$ cat config.mk
export PLATFORM = sky130hd
export DESIGN_NAME = draw_snake_scan
export DESIGN_NICKNAME = d
export VERILOG_FILES = /design/src/rtl/snake_pkg.sv /design/src/rtl/snake_row_scanner.sv /design/src/rtl/draw_snake_scan.sv
export SDC_FILE = /design/constraint.sdc
export NUM_CORES = 2
export LEC_CHECK = 0
export CAP_MARGIN = 20
export CORE_MARGIN = 2
export CORE_UTILIZATION = 45
export DETAILED_ROUTE_END_ITERATION = 8
export DONT_BUFFER_PORTS = 1
export HOLD_SLACK_MARGIN = 0.1
export PLACE_DENSITY = 0.72
export SLEW_MARGIN = 20
export SYNTH_ARGS = -nofsm -noshare
export SYNTH_HDL_FRONTEND = slang
export SYNTH_SLANG_ARGS = --single-unit
$ cat constraint.sdc
create_clock -name clk -period 29.7 [get_ports clk]
set_input_delay 2.97 -clock clk [delete_from_list [all_inputs] [get_ports clk]]
set_output_delay 2.97 -clock clk [all_outputs]
set_load 0.02 [all_outputs]
$ cat src/rtl/snake_pkg.sv
// Shared types and defaults for the scanline snake renderer.
package snake_pkg;

  localparam int unsigned X_W = 7;
  localparam int unsigned Y_W = 6;

  localparam logic [11:0] HEAD_COLOUR = 12'h5C0;
  localparam logic [11:0] TAIL_COLOUR = 12'h5D1;

  typedef enum logic [1:0] {StIdle, StClear, StScan, StDone} scan_state_e;

  typedef struct packed {
    logic [10:0] hcount;
    logic        hsync;
    logic        hblnk;
    logic [10:0] vcount;
    logic        vsync;
    logic        vblnk;
  } vga_timing_t;

  // Code 0 = empty, 1 = head, k+2 = tail segment k.
  function automatic int unsigned code_w(input int unsigned max_seg);
    return $clog2(max_seg + 2);
  endfunction

endpackage

$ cat src/rtl/snake_row_scanner.sv
// Per-line scanner: during hblank walks head + tail segments and builds the
// occupancy codes for the next line, then publishes them at the end of hblank.
module snake_row_scanner #(
  parameter int unsigned MAX_SEG   = 16,
  parameter int unsigned X_W       = snake_pkg::X_W,
  parameter int unsigned Y_W       = snake_pkg::Y_W,
  parameter int unsigned CELL_LOG2 = 4,
  parameter int unsigned COLS      = 64,
  parameter int unsigned V_LAST    = 627,
  parameter int unsigned CW        = snake_pkg::code_w(MAX_SEG),
  parameter int unsigned LW        = $clog2(MAX_SEG + 1)
) (
  input  logic                        clk,
  input  logic                        reset,
  input  logic                        hblnk_i,
  input  logic [10:0]                 vcount_i,
  input  logic [X_W-1:0]              head_x_i,
  input  logic [Y_W-1:0]              head_y_i,
  input  logic [MAX_SEG*X_W-1:0]      tail_x_i,
  input  logic [MAX_SEG*Y_W-1:0]      tail_y_i,
  input  logic [LW-1:0]               len_i,
  output logic [COLS-1:0][CW-1:0]     active_o,
  output logic                        overrun_o
);
  import snake_pkg::*;

  localparam int unsigned IW  = $clog2(MAX_SEG + 1);
  localparam int unsigned CIW = (COLS > 1) ? $clog2(COLS) : 1;

  scan_state_e              state_q, state_d;
  logic [IW-1:0]            idx_q, idx_d;
  logic [10:0]              tgt_row_q, tgt_row_d;
  logic                     hblnk_q;
  logic [COLS-1:0][CW-1:0]  shadow_q, shadow_d;
  logic [COLS-1:0][CW-1:0]  active_q, active_d;
  logic                     overrun_q, overrun_d;

  logic                     hblnk_rise, hblnk_fall;
  logic [10:0]              next_line;
  logic [X_W-1:0]           ent_x;
  logic [Y_W-1:0]           ent_y;
  logic                     ent_vld;

  assign hblnk_rise = hblnk_i & ~hblnk_q;
  assign hblnk_fall = ~hblnk_i & hblnk_q;
  assign next_line  = (vcount_i == 11'(V_LAST)) ? '0 : vcount_i + 11'd1;

  // Entry 0 is the head; entry k+1 is tail segment k.
  always_comb begin
    ent_x   = head_x_i;
    ent_y   = head_y_i;
    ent_vld = 1'b1;
    if (idx_q != '0) begin
      ent_x   = tail_x_i[(int'(idx_q) - 1) * X_W +: X_W];
      ent_y   = tail_y_i[(int'(idx_q) - 1) * Y_W +: Y_W];
      ent_vld = (32'(idx_q) - 32'd1) < 32'(len_i);
    end
  end

  always_comb begin
    state_d   = state_q;
    idx_d     = idx_q;
    tgt_row_d = tgt_row_q;
    shadow_d  = shadow_q;
    active_d  = active_q;
    overrun_d = overrun_q;
    unique case (state_q)
      StIdle: begin
        if (hblnk_rise) begin
          tgt_row_d = next_line >> CELL_LOG2;
          state_d   = StClear;
        end
      end
      StClear, StScan: begin
        if (hblnk_fall) begin
          overrun_d = 1'b1;
          active_d  = '0;
          state_d   = StIdle;
        end else if (state_q == StClear) begin
          shadow_d = '0;
          idx_d    = '0;
          state_d  = StScan;
        end else begin
          // First writer wins, so lower codes take priority.
          if (ent_vld && (11'(ent_y) == tgt_row_q) && (32'(ent_x) < COLS) &&
              (shadow_q[CIW'(ent_x)] == '0)) begin
            shadow_d[CIW'(ent_x)] = CW'(32'(idx_q) + 32'd1);
          end
          if (32'(idx_q) == MAX_SEG) state_d = StDone;
          else                       idx_d   = idx_q + 1'b1;
        end
      end
      StDone: begin
        if (hblnk_fall) begin
          active_d = shadow_q;
          state_d  = StIdle;
        end
      end
      default: state_d = StIdle;
    endcase
  end

  always_ff @(posedge clk or posedge reset) begin
    if (reset) begin
      state_q   <= StIdle;
      idx_q     <= '0;
      tgt_row_q <= '0;
      hblnk_q   <= 1'b0;
      shadow_q  <= '0;
      active_q  <= '0;
      overrun_q <= 1'b0;
    end else begin
      state_q   <= state_d;
      idx_q     <= idx_d;
      tgt_row_q <= tgt_row_d;
      hblnk_q   <= hblnk_i;
      shadow_q  <= shadow_d;
      active_q  <= active_d;
      overrun_q <= overrun_d;
    end
  end

  assign active_o  = active_q;
  assign overrun_o = overrun_q;

endmodule

$ cat src/rtl/draw_snake_scan.sv
// Snake overlay stage: frame-coherent position snapshot feeding a row scanner,
// plus a 2-cycle pixel pipeline compositing head/tail colours over rgb_in.
module draw_snake_scan #(
  parameter int unsigned MAX_SEG     = 16,
  parameter int unsigned X_W         = snake_pkg::X_W,
  parameter int unsigned Y_W         = snake_pkg::Y_W,
  parameter int unsigned CELL_LOG2   = 4,
  parameter int unsigned COLS        = 64,
  parameter int unsigned V_LAST      = 627,
  parameter logic [11:0] HEAD_COLOUR = snake_pkg::HEAD_COLOUR,
  parameter logic [11:0] TAIL_COLOUR = snake_pkg::TAIL_COLOUR,
  parameter int unsigned GRADIENT    = 1
) (
  input  logic                   clk,
  input  logic                   reset,
  input  logic [10:0]            hcount_in,
  input  logic                   hsync_in,
  input  logic                   hblnk_in,
  input  logic [10:0]            vcount_in,
  input  logic                   vsync_in,
  input  logic                   vblnk_in,
  input  logic [11:0]            rgb_in,
  input  logic [X_W-1:0]         head_x,
  input  logic [Y_W-1:0]         head_y,
  input  logic [MAX_SEG*X_W-1:0] tail_x,
  input  logic [MAX_SEG*Y_W-1:0] tail_y,
  input  logic [4:0]             length,
  output logic [10:0]            hcount_out,
  output logic                   hsync_out,
  output logic                   hblnk_out,
  output logic [10:0]            vcount_out,
  output logic                   vsync_out,
  output logic                   vblnk_out,
  output logic [11:0]            rgb_out,
  output logic                   scan_overrun
);
  import snake_pkg::*;

  localparam int unsigned CW  = code_w(MAX_SEG);
  localparam int unsigned LW  = $clog2(MAX_SEG + 1);
  localparam int unsigned CIW = (COLS > 1) ? $clog2(COLS) : 1;

  logic                   vsync_q;
  logic [X_W-1:0]         head_x_q, head_x_d;
  logic [Y_W-1:0]         head_y_q, head_y_d;
  logic [MAX_SEG*X_W-1:0] tail_x_q, tail_x_d;
  logic [MAX_SEG*Y_W-1:0] tail_y_q, tail_y_d;
  logic [LW-1:0]          len_q, len_d;

  vga_timing_t            tim1_q, tim1_d, tim2_q;
  logic [CW-1:0]          code_q, code_d;
  logic [11:0]            rgb1_q, rgb2_q, rgb2_d;
  logic [10:0]            col;
  logic [COLS-1:0][CW-1:0] active;

  always_comb begin
    head_x_d = head_x_q;
    head_y_d = head_y_q;
    tail_x_d = tail_x_q;
    tail_y_d = tail_y_q;
    len_d    = len_q;
    if (vsync_in && !vsync_q) begin
      head_x_d = head_x;
      head_y_d = head_y;
      tail_x_d = tail_x;
      tail_y_d = tail_y;
      len_d    = (32'(length) > MAX_SEG) ? LW'(MAX_SEG) : LW'(length);
    end
  end

  snake_row_scanner #(
    .MAX_SEG   (MAX_SEG),
    .X_W       (X_W),
    .Y_W       (Y_W),
    .CELL_LOG2 (CELL_LOG2),
    .COLS      (COLS),
    .V_LAST    (V_LAST),
    .CW        (CW),
    .LW        (LW)
  ) u_scanner (
    .clk       (clk),
    .reset     (reset),
    .hblnk_i   (hblnk_in),
    .vcount_i  (vcount_in),
    .head_x_i  (head_x_q),
    .head_y_i  (head_y_q),
    .tail_x_i  (tail_x_q),
    .tail_y_i  (tail_y_q),
    .len_i     (len_q),
    .active_o  (active),
    .overrun_o (scan_overrun)
  );

  assign col = hcount_in >> CELL_LOG2;

  always_comb begin
    tim1_d = '{hcount: hcount_in, hsync: hsync_in, hblnk: hblnk_in,
               vcount: vcount_in, vsync: vsync_in, vblnk: vblnk_in};
    code_d = (32'(col) < COLS) ? active[CIW'(col)] : '0;
  end

  always_comb begin
    rgb2_d = rgb1_q;
    if (!(tim1_q.hblnk || tim1_q.vblnk) && (code_q != '0)) begin
      if (code_q == CW'(1))   rgb2_d = HEAD_COLOUR;
      else if (GRADIENT != 0) rgb2_d = TAIL_COLOUR + 12'(code_q - CW'(2));
      else                    rgb2_d = TAIL_COLOUR;
    end
  end

  always_ff @(posedge clk or posedge reset) begin
    if (reset) begin
      vsync_q  <= 1'b0;
      head_x_q <= '0;
      head_y_q <= '0;
      tail_x_q <= '0;
      tail_y_q <= '0;
      len_q    <= '0;
      tim1_q   <= '0;
      tim2_q   <= '0;
      code_q   <= '0;
      rgb1_q   <= '0;
      rgb2_q   <= '0;
    end else begin
      vsync_q  <= vsync_in;
      head_x_q <= head_x_d;
      head_y_q <= head_y_d;
      tail_x_q <= tail_x_d;
      tail_y_q <= tail_y_d;
      len_q    <= len_d;
      tim1_q   <= tim1_d;
      tim2_q   <= tim1_q;
      code_q   <= code_d;
      rgb1_q   <= rgb_in;
      rgb2_q   <= rgb2_d;
    end
  end

  assign hcount_out = tim2_q.hcount;
  assign hsync_out  = tim2_q.hsync;
  assign hblnk_out  = tim2_q.hblnk;
  assign vcount_out = tim2_q.vcount;
  assign vsync_out  = tim2_q.vsync;
  assign vblnk_out  = tim2_q.vblnk;
  assign rgb_out    = rgb2_q;

endmodule

-- Word level (Yosys, flattened, before mapping)
Index checks and enable logic that the tools add are counted.
W data, S select, Z words.
- $mul: 2
- magnitude comparators: 7
- reduce and logical (&&, ||, !) cells: 22
- bitwise operators: 5
- mux-type cells: 28
- eq/ne operators: 12
- shift-type cells: 2
- add/sub/neg operators: 6
- operators with widths (kind ; count):
    $mux W320 ; 4
    $pmux W320 S2 ; 1
    $bwmux W320 ; 1
    $shiftx A112 B33 Y7 ; 1
    $shiftx A96 B33 Y6 ; 1
    $bmux W5 S6 ; 2
    $mux W5 ; 7
    $lt A32 B5 Y1 ; 1
    $mul A32 B2 Y31 const B ; 1
    $mul A32 B3 Y32 const B ; 1
    $demux W5 S6 ; 1
    $mux W12 ; 2
    $lt A6 B7 Y1 const B ; 2
    $lt A7 B7 Y1 const B ; 2
    $add A11 B12 Y12 const A ; 1
    $reduce_and A3 Y1 ; 4
    $add A11 B1 Y11 const B ; 1
    $eq A11 B10 Y1 const B ; 1
    $mux W11 ; 1
    $add A5 B1 Y5 const B ; 2
    $mux W2 ; 5
    $reduce_bool A5 Y1 ; 2
    $ne A2 B1 Y1 const B ; 4
    $eq A6 B7 Y1 ; 1
    other kinds (23) ; 35
- input port bits: 266
- bits in registers: 962
- logic and storage cells: 236
- output and inout bits: 39

-- Longest topological paths before layout
- depth after elaboration: 11
- depth in mapped cells: 41
- gate-level depth less buffers: 22

-- Hierarchy
Synthesis repeated with hierarchy kept, for this count alone.
- cell total of the unflattened synthesis: 4422
- area, all modules: 48132.4 um^2
- modules (own cells, without submodules) (module ; area an instance (um^2) ; sequential area each (um^2) ; times used ; cells each):
    snake_row_scanner ; 34705.8 ; 16415.7 ; 1 ; 3146
    draw_snake_scan ; 13426.6 ; 7682.4 ; 1 ; 1276

-- Worst setup path before layout
OpenSTA, ideal clock, no wires.
- path kind: register to register
- from: register u_scanner.idx_q[0]
- to: register u_scanner.shadow_q[76] (netlist bit)
- required time: 29.604 ns
- data arrival time: 9.042 ns
- clock period less this slack: 9.138 ns
- slack: 20.562 ns
- library setup time: 0.096 ns
- buffers on the path: 20
- cell stages (with the launch flop): 41
- cell sequence: dfrtp_1 -> buf_4 -> inv_2 -> buf_2 -> buf_1 -> buf_2 -> buf_1 -> clkbuf_1 -> clkbuf_1 -> ha_1 -> buf_6 -> buf_6 -> inv_1 -> clkbuf_1 -> clkbuf_1 -> clkbuf_1 -> clkbuf_1 -> fa_1 -> [5 not listed] -> clkbuf_1 -> a21oi_1 -> a221oi_1 -> a21oi_1 -> a211o_1 -> o32a_2 -> nand2_2 -> buf_6 -> buf_2 -> mux2i_1 -> o22ai_1 -> nand4b_1 -> a2111oi_2 -> and4_4 -> nand2_4 -> buf_6 -> buf_6 -> o31ai_1
- cells in the longest elaborated chain, start to end: 11
- elaborated cells between the ends (all ways): 29
- those cells by class: add/sub: 2; mul: 2; order compare: 4; eq/ne: 1; shift: 2; mux: 10; reduce/logical: 8
- RTL lines (element ; RTL line ; RTL):
    start, declared ; snake_row_scanner.sv:31 ; logic [IW-1:0] idx_q, idx_d;
    start signal, assigned ; snake_row_scanner.sv:114 ; idx_q <= idx_d;
    $sub A5 B1 Y6 ; snake_row_scanner.sv:54, snake_row_scanner.sv:55, snake_row_scanner.sv:56 ;
    $mul A32 B3 Y32 ; snake_row_scanner.sv:54 ; ent_x = tail_x_i[(int'(idx_q) - 1) * X_W +: X_W];
    $shiftx A112 B33 Y7 ; snake_row_scanner.sv:54 ;
    $mux W7 ; snake_row_scanner.sv:53 ; if (idx_q != '0) begin
    $lt A6 B7 Y1 (not written as such) / $ge A6 B1 Y1 (equally long branches) ; snake_row_scanner.sv:87 ; shadow_d[CIW'(ent_x)] = CW'(32'(idx_q) + 32'd1);
    $logic_and A1 B1 Y1 (not written as such) ; snake_row_scanner.sv:87 ;
    $mux W5 (not written as such) ; snake_row_scanner.sv:87 ;
    $demux W5 S6 ; n/a ;
    $bwmux W320 ; snake_row_scanner.sv:87 ;
    $mux W320 ; snake_row_scanner.sv:85 ; if (ent_vld && (11'(ent_y) == tgt_row_q) && (32'(ent_x) < COLS) &&
    $mux W320 ; snake_row_scanner.sv:79 ; end else if (state_q == StClear) begin
    end signal, assigned ; snake_row_scanner.sv:117 ; shadow_q <= shadow_d;
    end, declared ; snake_row_scanner.sv:34 ; logic [COLS-1:0][CW-1:0] shadow_q, shadow_d;
Several ways; a longest one is shown, not always the timed one. The select of a mux whose other input is x is not followed.
A chain may end at the register's enable or synchronous reset.

-- Final worst setup path
- from: register u_scanner.idx_q[0]
- to: register u_scanner.shadow_q[214] (netlist bit)
The elaborated chain is that of the path after synthesis.

==> flow_metrics.env <==
export IMPL_slew_headroom=0.142
export IMPL_async_flop_share=1.00
export IMPL_start_util=0.456
export IMPL_grt_max_degree=228
export IMPL_grt_ovfl_total=0
export IMPL_ys_flop_type="dfrtp_1"
export IMPL_routedWlPerCell_um=27.6
export IMPL_clockBufferDepth=3
export IMPL_syn_inst=4653
export IMPL_hold_violations=0
export IMPL_worstPathArrival_ns=11.69
export IMPL_worstSkewPairLatency_ns=0.73
export IMPL_reg2reg_depth=27
export IMPL_crit_path_start_kind="flop"
export IMPL_wl_met1_mm=63.8
export IMPL_cap_violations=0
export IMPL_synth_edff_count=0
export IMPL_period_share=0.373
export IMPL_clkSlewWorstSetupHoldPaths_ns=0.06
export IMPL_ant_nets=0
export IMPL_num_vias=40300
export IMPL_synth_net_count=4943
export IMPL_final_common_cell="dfrtp_1"
export IMPL_synth_top_cell_by_area="dfrtp_1"
export IMPL_io_buffers=0
export IMPL_drt_iter0_drc=5956
export IMPL_fmax_mhz=90.2
export IMPL_via_per_inst=6.72
export IMPL_rsz0062_at_grt="no"
export IMPL_drt_wl_total_mm=165
export IMPL_yosysSeqAreaShare=0.476
export IMPL_ios=305
export IMPL_r2r_slack_ns=18.61
export IMPL_synth_seq_cells=962
export IMPL_whs_ns=0.313
export IMPL_firstDrtPassIters=6
export IMPL_fill_cells=9833
export IMPL_setup_viol=0
export IMPL_placed_cells=5797
export IMPL_min_to="vcount_out[4]"
export IMPL_final_cells=5986
export IMPL_period_needed_ns=11.09
export IMPL_syn_area_per_cell_um2=10.9
export IMPL_synth_area_um2=50600
export IMPL_reg2reg_to="u_scanner.shadow_q[214]"
export IMPL_grt_usage=0.281
export IMPL_yosys_warnings=0
export IMPL_highest_layer="met5"
export IMPL_final_max_slew_viol_count=0
export IMPL_status="finished clean"
export IMPL_drive_above_1_share=0.167
export IMPL_dieArea_um2=115000
export IMPL_worst_pin_slew_ns=1.29
export IMPL_fin_util=0.494
export IMPL_grt_pass1_wl_mm=251
export IMPL_synth_area_leaders="dfrtp_1 (48%), mux4_2 (7.9%), mux2_2 (6.1%)"
export IMPL_syn_to_final_growth_pct=8.43
export IMPL_htree_levels=3
export IMPL_cts_resized=0
export IMPL_cp_required_ns=30.30
export IMPL_nets=4701
export IMPL_first_global_vias=38900
export IMPL_core_um2=111000
export IMPL_min_path_type="flop to flop"
export IMPL_synth_top_area_share=0.476
export IMPL_setup_tns_ns=0
export IMPL_hold_path_startpoint="tim1_q[6]"
export IMPL_fp_dieH_um=339
export IMPL_root_buffer="clkbuf_16"
export IMPL_die_w_um=339
export IMPL_end_kind="flop"
export IMPL_min_path_cells=0
export IMPL_grt_antenna_before_repair=33
export IMPL_route_detailed_drc=0
export IMPL_row_count=122
export IMPL_wl_met2_mm=73.2
export IMPL_synth_cell_type_count=97
export IMPL_wl_met3_mm=18.8
export IMPL_clock_sinks=962
export IMPL_dpl_hpwl_mm=110
export IMPL_gp_congestion=0.962
export IMPL_cts_buffers=98
export IMPL_critical_path_class="flop to flop"
export IMPL_cts_hold_repair_buffers=0
export IMPL_cts_tree="yes"
export IMPL_critical_path_peak_fanout=155
export IMPL_clock_skew_ns=0.0521
export IMPL_cts_setup_buffers=0
export IMPL_worstReg2RegStart="u_scanner.idx_q[0]"
export IMPL_layout_common_cells="dfrtp_1 (961), nand2_1 (640), a22o_1 (326)"
## Yosys cell counts (97+ instances only)
master / n
o31ai_1: 128
mux2_2: 272
clkbuf_1: 276
o21ai_0: 313
nor2_1: 176
nand2_1: 642
nand3_1: 137
a21oi_1: 115
mux2i_1: 180
mux4_2: 177
nor3_1: 97
dfrtp_1: 962
a22o_1: 326
## cells by family after synthesis
family / share of synthesized area
AND/OR/NAND/NOR: 0.114
AO/OA/AOI/OAI: 0.181
flip-flops: 0.476
multiplexers: 0.176
buffers and inverters: 0.0409
XOR/XNOR: 0.00668
adder cells (fa/ha/maj): 0.00639
## registers in the layout, indices dropped and copies added, names as in the netlist, 2 cells and up
register	count
u_scanner.idx_q	5
u_scanner.active_o	320
hcount_out	11
u_scanner.shadow_q	320
head_x_q	7
u_scanner.tgt_row_q	7
rgb1_q	12
rgb_out	12
code_q	5
u_scanner.state_q	2
tail_y_q	96
tail_x_q	112
vcount_out	11
tim1_q	25
len_q	5
head_y_q	6
## stage by stage
| step | setup WS, ns | area, um2 |
|---|---|---|
| after floorplan | 13.48 | 50600 |
| after global placement | 19.23 | 51300 |
| after detailed placement | 19.06 | 51300 |
| after CTS | 19.05 | 54700 |
| after global routing | 18.28 | 54800 |
| final | 18.61 | 54800 |
## critical path: stages (launching register included)
cell	delay (ns)
dfrtp_4	0.70
inv_4	0.26
ha_4	0.74
buf_12	0.56
inv_2	0.11
fa_1	0.59
inv_1	0.07
fa_2	0.56
buf_4	0.61
inv_1	0.45
buf_4	0.34
nand2_1	0.32
o31ai_1	0.14
o41ai_1	0.47
a21oi_1	0.11
o22ai_1	0.35
buf_4	0.24
or2_2	0.12
buf_4	0.58
nor2_1	0.34
a22oi_1	0.26
a31oi_1	0.17
nor3_1	0.31
and2_1	0.18
buf_4	0.39
nand3_2	0.79
buf_4	0.56
o31ai_1	0.29
## area by class of cell
cell class / count / area [um2] / area share
multi-input combinational: 3234 / 24600 / 0.449
sequential: 962 / 24100 / 0.439
clock buffer: 130 / 2740 / 0.0500
tap: 1488 / 1860 / 0.0340
timing repair buffer: 74 / 691 / 0.0126
clock inverter: 46 / 652 / 0.0119
inverter: 41 / 160 / 0.00292
antenna: 11 / 27.5 / 0.000502
## metal layers
| metal | up-vias | global-route usage |
|---|---|---|
| li1 | 17000 | - |
| met1 | 20200 | 0.376 |
| met2 | 2465 | 0.420 |
| met3 | 557 | 0.0838 |
| met4 | 48 | 0.133 |
| met5 | - | 0 |
## how the worst max path moves through the flow
stage,start,endpoint,slack [ns],cells after the start
after detailed placement,u_scanner.idx_q[0],u_scanner.shadow_q[220],19.06,29
after CTS,u_scanner.idx_q[0],u_scanner.shadow_q[214],19.05,29
after global placement,u_scanner.idx_q[0],u_scanner.shadow_q[214],19.23,29
after floorplan,reset,code_q[0],13.48,1
final,u_scanner.idx_q[0],u_scanner.shadow_q[214],18.61,27
after global routing,u_scanner.idx_q[0],u_scanner.shadow_q[213],18.28,25
Power is not shown: default switching activity piles up to over one toggle a cycle in this logic, so the estimate is an artifact.
